===== config.mk =====
export PLATFORM = sky130hd
export DESIGN_NAME = rgb_pwm_generator_flat
export DESIGN_NICKNAME = d
export VERILOG_FILES = /design/src/rtl/rgb_pwm_pkg.sv /design/src/rtl/rgb_pwm_generator_if.sv /design/src/rtl/pwm_channel.sv /design/src/rtl/rgb_pwm_generator.sv /design/src/flat_wrapper.sv
export SDC_FILE = /design/constraint.sdc
export NUM_CORES = 1
export LEC_CHECK = 0
export BUFFER_PORTS_ARGS = -buffer_cell sky130_fd_sc_hd__buf_2
export CAP_MARGIN = 30
export CORE_MARGIN = 4
export CORE_UTILIZATION = 60
export CTS_BUF_LIST = sky130_fd_sc_hd__clkbuf_16
export DETAILED_ROUTE_END_ITERATION = 7
export GPL_TIMING_DRIVEN = 0
export PLACE_DENSITY = 0.81
export SETUP_SLACK_MARGIN = 0.2
export SYNTH_ARGS = -nofsm -noshare
export SYNTH_HDL_FRONTEND = slang
export SYNTH_SLANG_ARGS = --single-unit

===== constraint.sdc =====
create_clock -name clk -period 2.5 [get_ports clk]
set_input_delay 0.25 -clock clk [delete_from_list [all_inputs] [get_ports clk]]
set_output_delay 0.25 -clock clk [all_outputs]
set_load 0.1 [all_outputs]

===== src/rtl/rgb_pwm_pkg.sv =====
// Shared constants and helpers for the RGB PWM generator.
// Latency: n/a (package only).
// Backpressure: n/a (package only).
package rgb_pwm_pkg;

   localparam int DUTY_W           = 8;
   localparam int PRESC_W          = 16;
   localparam int PRESCALE_DEFAULT = 196;

   typedef logic [DUTY_W-1:0] duty_t;

   // Last phase value; the counter wraps from here, so a period is PWM_MAX+1 ticks.
   localparam duty_t PWM_MAX = 8'd254;

   // True on the tick that ends a period and reloads the channel shadows.
   function automatic logic phase_wrap(input duty_t cnt, input logic tick);
      return tick && (cnt == PWM_MAX);
   endfunction

endpackage


===== src/rtl/rgb_pwm_generator_if.sv =====
// Control, duty and LED-drive bundle of the RGB PWM generator.
// Latency: n/a (wiring only).
// Backpressure: none; all signals are level/pulse, no handshake.
interface rgb_pwm_generator_if;
   import rgb_pwm_pkg::*;

   logic  enable;
   duty_t R_time_in;
   duty_t G_time_in;
   duty_t B_time_in;
   logic  pwm_r;
   logic  pwm_g;
   logic  pwm_b;
   logic  period_start;

   modport master (
      output enable, R_time_in, G_time_in, B_time_in,
      input  pwm_r, pwm_g, pwm_b, period_start
   );

   modport slave (
      input  enable, R_time_in, G_time_in, B_time_in,
      output pwm_r, pwm_g, pwm_b, period_start
   );

endinterface


===== src/rtl/pwm_channel.sv =====
// One colour channel: shadow duty register, phase comparator, polarity, output register.
// Latency: pwm follows the phase counter by one clk; a new duty lands at the next wrap.
// Backpressure: none; held inactive while enable is low.
module pwm_channel
   import rgb_pwm_pkg::*;
#(
   parameter bit ACTIVE_LOW = 1'b0
) (
   input  logic  clk,
   input  logic  rst,
   input  logic  enable,
   input  logic  load,
   input  duty_t cnt,
   input  duty_t time_in,
   output logic  pwm
);

   duty_t shadow;

   // Shadow duty: tracks the input while idle, otherwise only refreshed at the period wrap.
   always_ff @(posedge clk) begin
      if (rst) begin
         shadow <= '0;
      end else if (!enable || load) begin
         shadow <= time_in;
      end
   end

   // Output drive: active while the phase is below the duty; since cnt tops out at 254, duty 255 stays on.
   always_ff @(posedge clk) begin
      if (rst) begin
         pwm <= ACTIVE_LOW;
      end else begin
         pwm <= (enable && (cnt < shadow)) ^ ACTIVE_LOW;
      end
   end

endmodule


===== src/rtl/rgb_pwm_generator.sv =====
// RGB PWM generator: shared prescaler and 255-tick phase counter driving three duty channels.
// Latency: outputs registered one clk after the phase counter; duty changes apply at the next wrap.
// Backpressure: none; free-running while enable is high, outputs held inactive otherwise.
module rgb_pwm_generator
   import rgb_pwm_pkg::*;
#(
   parameter int PRESCALE   = PRESCALE_DEFAULT,
   parameter bit ACTIVE_LOW = 1'b0
) (
   input  logic               clk,
   input  logic               rst,
   rgb_pwm_generator_if.slave bus
);

   localparam logic [PRESC_W-1:0] PRESC_LAST = PRESC_W'(PRESCALE - 1);

   logic [PRESC_W-1:0] presc;
   duty_t              cnt;
   logic               tick;
   logic               wrap;

   assign tick = bus.enable && (presc == PRESC_LAST);
   assign wrap = phase_wrap(cnt, tick);

   // Prescaler: divides clk down to the PWM tick rate; parked at zero while idle.
   always_ff @(posedge clk) begin
      if (rst || !bus.enable) begin
         presc <= '0;
      end else if (tick) begin
         presc <= '0;
      end else begin
         presc <= presc + PRESC_W'(1);
      end
   end

   // Phase counter: 0..254 per period, advancing one step per tick.
   always_ff @(posedge clk) begin
      if (rst || !bus.enable) begin
         cnt <= '0;
      end else if (tick) begin
         cnt <= (cnt == PWM_MAX) ? '0 : cnt + DUTY_W'(1);
      end
   end

   // Period marker: one-cycle pulse in the cycle after the wrap tick.
   always_ff @(posedge clk) begin
      if (rst) begin
         bus.period_start <= 1'b0;
      end else begin
         bus.period_start <= wrap;
      end
   end

   pwm_channel #(.ACTIVE_LOW(ACTIVE_LOW)) u_ch_r (
      .clk     (clk),
      .rst     (rst),
      .enable  (bus.enable),
      .load    (wrap),
      .cnt     (cnt),
      .time_in (bus.R_time_in),
      .pwm     (bus.pwm_r)
   );

   pwm_channel #(.ACTIVE_LOW(ACTIVE_LOW)) u_ch_g (
      .clk     (clk),
      .rst     (rst),
      .enable  (bus.enable),
      .load    (wrap),
      .cnt     (cnt),
      .time_in (bus.G_time_in),
      .pwm     (bus.pwm_g)
   );

   pwm_channel #(.ACTIVE_LOW(ACTIVE_LOW)) u_ch_b (
      .clk     (clk),
      .rst     (rst),
      .enable  (bus.enable),
      .load    (wrap),
      .cnt     (cnt),
      .time_in (bus.B_time_in),
      .pwm     (bus.pwm_b)
   );

endmodule


===== src/flat_wrapper.sv =====
// flat-port wrapper written by rule: the top's interface ports become plain ports
module rgb_pwm_generator_flat import rgb_pwm_pkg::*;
#(
   parameter int PRESCALE   = PRESCALE_DEFAULT,
   parameter bit ACTIVE_LOW = 1'b0
)
  (clk, rst, bus_enable, bus_R_time_in, bus_G_time_in, bus_B_time_in, bus_pwm_r, bus_pwm_g, bus_pwm_b, bus_period_start);
  rgb_pwm_generator_if bus_i ();
  input  logic clk;
  input  logic rst;
  input wire logic [$bits(bus_i.enable)-1:0] bus_enable;
  input wire logic [$bits(bus_i.R_time_in)-1:0] bus_R_time_in;
  input wire logic [$bits(bus_i.G_time_in)-1:0] bus_G_time_in;
  input wire logic [$bits(bus_i.B_time_in)-1:0] bus_B_time_in;
  output wire logic [$bits(bus_i.pwm_r)-1:0] bus_pwm_r;
  output wire logic [$bits(bus_i.pwm_g)-1:0] bus_pwm_g;
  output wire logic [$bits(bus_i.pwm_b)-1:0] bus_pwm_b;
  output wire logic [$bits(bus_i.period_start)-1:0] bus_period_start;
  assign bus_i.enable = bus_enable;
  assign bus_i.R_time_in = bus_R_time_in;
  assign bus_i.G_time_in = bus_G_time_in;
  assign bus_i.B_time_in = bus_B_time_in;
  assign bus_pwm_r = bus_i.pwm_r;
  assign bus_pwm_g = bus_i.pwm_g;
  assign bus_pwm_b = bus_i.pwm_b;
  assign bus_period_start = bus_i.period_start;
  rgb_pwm_generator #(.PRESCALE(PRESCALE), .ACTIVE_LOW(ACTIVE_LOW)) u_core (.clk(clk), .rst(rst), .bus(bus_i));
endmodule

==> impl_metrics.yaml <==
route:
  drt-pass1-iter-count: 4
  ant_nets: 0
  wl_met2_um: 3670
  met3_length_um: 476
  viasPerCell: 5.95
  avgRoutedWirePerCell_um: 14.8
  dr_total_vias: 3047
  met1_length_um: 3390
  topRoutingLayerUsed: "met4"
  drc: 0
  first_iter_violations: 222
  totalWireLength_um: 7590
floorplan:
  die_y_um: 82.2
  die_x_um: 82.2
  dieArea_um2: 6750
  rows: 26
  core_area_um2: 5200
  start_util: 0.634
  io-pin-count: 31
logic_synthesis:
  syn-num-nets: 454
  yosys-top-cells-area: "dfxtp_1 32%, ha_1 9.1%, mux2i_1 7.3%"
  yosysUniqueCellTypes: 40
  syn-instance-count: 403
  synth_area_um2: 3300
  yosysSeqAreaShare: 0.315
  ys_ff_latch: 52
  syn_avg_cell_area_um2: 8.19
  yosys.area.top_type: "dfxtp_1"
  yosysTopAreaCellShare: 0.315
  ys_warn_count: 0
power:
  power.density_nw_per_um2: 511
  clock_power_share: 0.410
  leakagePower_nw: 1.49
  p_sw_frac: 0.246
  irDropWorstVdd_v: 0.000353
  p_sw_uw: 466
  pwr-share-comb: 0.125
  seqPwrFrac: 0.465
  p_int_mw: 1.43
global_routing:
  grt_pass1_vias: 2849
  grt_pass1_wl_um: 12700
  grt_antenna_before_repair: 0
  overflow: 0
  grt_max_degree: 16
  grt.total_usage: 0.238
sta:
  final.min_clock_period_ps: 2090
  timing.final.crit_share: 0.838
  maxSlewViolCount: 0
  maxSlewHeadroom: 0.638
  finalSetupViolations: 0
  rsz0062_at_grt: "no"
  fin_skew_ps: 4.01
  hold_viol_final: 0
  setup_tns_ps: 0
  worstMarginPinSlew_ps: 541
  setup_ws_ps: 406
  max_freq_ghz: 0.477
  hold_slack_ps: 254
placement:
  place_area_um2: 3540
  dp_hpwl_um: 5440
  portBuffers: 30
  gp_congestion: 0.850
  place_ws_ps: 194
worst_setup_path:
  path_class: "flip-flop to flip-flop"
  critPathLaunchType: "flip-flop"
  crit_required_ps: 2660
  arrival_ps: 2250
  crit_fanout: 10
  cp-end-kind: "flip-flop"
final_layout:
  fin_nets: 492
  num-fill-cells: 435
  final_cell_mix: "51 x dfxtp_1, 38 x nand2_1, 32 x buf_2"
  drive_gt1_frac: 0.118
  diodes: 0
  final_common_cell: "dfxtp_1"
  fin_area_um2: 3720
  area_growth_syn_to_layout_pct: 12.5
  utilization: 0.714
clock_tree:
  cts_tree: "done"
  ctsHoldBuffers: 0
  cts_htree_levels: 2
  path_clk_slew_ps: 70
  cts_buffers: 5
  clk_latency_ps: 290
  clockBufferDepth: 2
  clock-sinks: 52
  cts-root-buf: "clkbuf_16"
flow_run:
  drv_cap: 0
min_path:
  hold_path_class: "input port to flip-flop"
status:
  status: "complete, no violations"
==> Yosys cell counts <==
master     count
mux2i_1       24
or4_1          2
buf_2          2
a21oi_1       18
nor3_1        30
nor4b_1        2
o2bb2ai_1      1
ha_1          24
o41ai_1        1
and3_1         5
and2_1         1
a21o_1         1
nand3_1        9
nor2_1        18
a31o_2         1
dfxtp_1       52
nor4_1         5
buf_4          2
nand2_1       38
inv_1         26
and4bb_2       1
or4b_1         1
a2111o_1       3
o31ai_1        1
o211ai_1      24
nand4_1        5
clkbuf_1      20
or4_4          1
o21ai_0        6
and3b_1        3
nand2b_1      28
xnor2_1       10
xor2_1         3
nor3b_1       21
or2_2          1
nor2b_1        4
nand3_4        1
a31oi_1        3
or3_1          4
o21ba_2        1
==> through the flow <==
step | cells | power [mW]
final | 512 | 1.90
after global routing | 512 | 1.96
after CTS | 511 | 1.90
after detailed placement | 503 | 1.14
after global placement | 503 | 1.13
after floorplan | 403 | 1.07
==> final timing paths <==
| check | start | end | slack, ps | cells after the start |
|---|---|---|---|---|
| worst min register to register | u_core.presc[0] | u_core.presc[0] | 510 | 1 |
| worst max register to register | u_core.cnt[2] | u_core.u_ch_b.shadow[6] | 410 | 6 |
| worst max-delay path | u_core.cnt[2] | u_core.u_ch_b.shadow[6] | 410 | 6 |
| worst min-delay path | bus_R_time_in[5] | u_core.u_ch_r.shadow[5] | 250 | 3 |
==> state kept, by name (all words and copies together), names as in the netlist <==
signal and flops:
u_core.bus.period_start 1, u_core.cnt 8, u_core.presc 16, u_core.u_ch_b.pwm 1, u_core.u_ch_b.shadow 8, u_core.u_ch_g.pwm 1, u_core.u_ch_g.shadow 8, u_core.u_ch_r.pwm 1
u_core.u_ch_r.shadow 8
==> final cells by class <==
cell class / count / area, um^2 / share of cell area
plain buffers: 24 / 104 / 0.0279
clock buffers: 5 / 125 / 0.0337
clock inverters: 3 / 38.8 / 0.0104
inverters: 26 / 97.6 / 0.0263
multi-input cells: 301 / 2060 / 0.555
flip-flops and latches: 52 / 1040 / 0.280
well taps: 70 / 87.6 / 0.0236
repair buffers: 31 / 158 / 0.0424
==> cells by family (layout without fill, tap and decap cells) <==
group                      after synthesis  in the layout  share of synthesized area
DFF                                     52             52                      0.315
buffers and inverters                   50             89                     0.0599
muxes                                   24             24                     0.0728
and+or+nand+nor                        180            180                      0.304
xor gates and xnor gates                13             13                     0.0345
AOI/OAI and AO/OA                       60             60                      0.122
adders and majority gates               24             24                     0.0909
==> repair_timing <==
item                       4_1_cts  5_1_grt
resized for setup                2        3
pin swaps                        0        1
buffers inserted                 0        1
gates cloned                     0        0
setup endpoints to repair       19       30
==> critical path: stages (launching register included) <==
cell      delay [ps]
dfxtp_1          580
nand3_1          350
or2_2            390
clkbuf_2         210
clkbuf_2         240
nand2_1          110
o211ai_1          80
==> power groups by stage <==
stage	combinational, mW	clock (mW)	sequential [mW]
final	0.238	0.778	0.882
after global routing	0.268	0.803	0.885
after CTS	0.239	0.778	0.882
after detailed placement	0.236	0	0.902
after global placement	0.230	0	0.900
after floorplan	0.146	0	0.926
==> layer usage <==
layer | track usage | up-vias
met5 | 0 | -
met4 | 0.0498 | 0
met3 | 0.0401 | 8
met2 | 0.417 | 86
met1 | 0.306 | 1448
li1 | - | 1505
No activity file was read; power rests on OpenSTA's default activity.
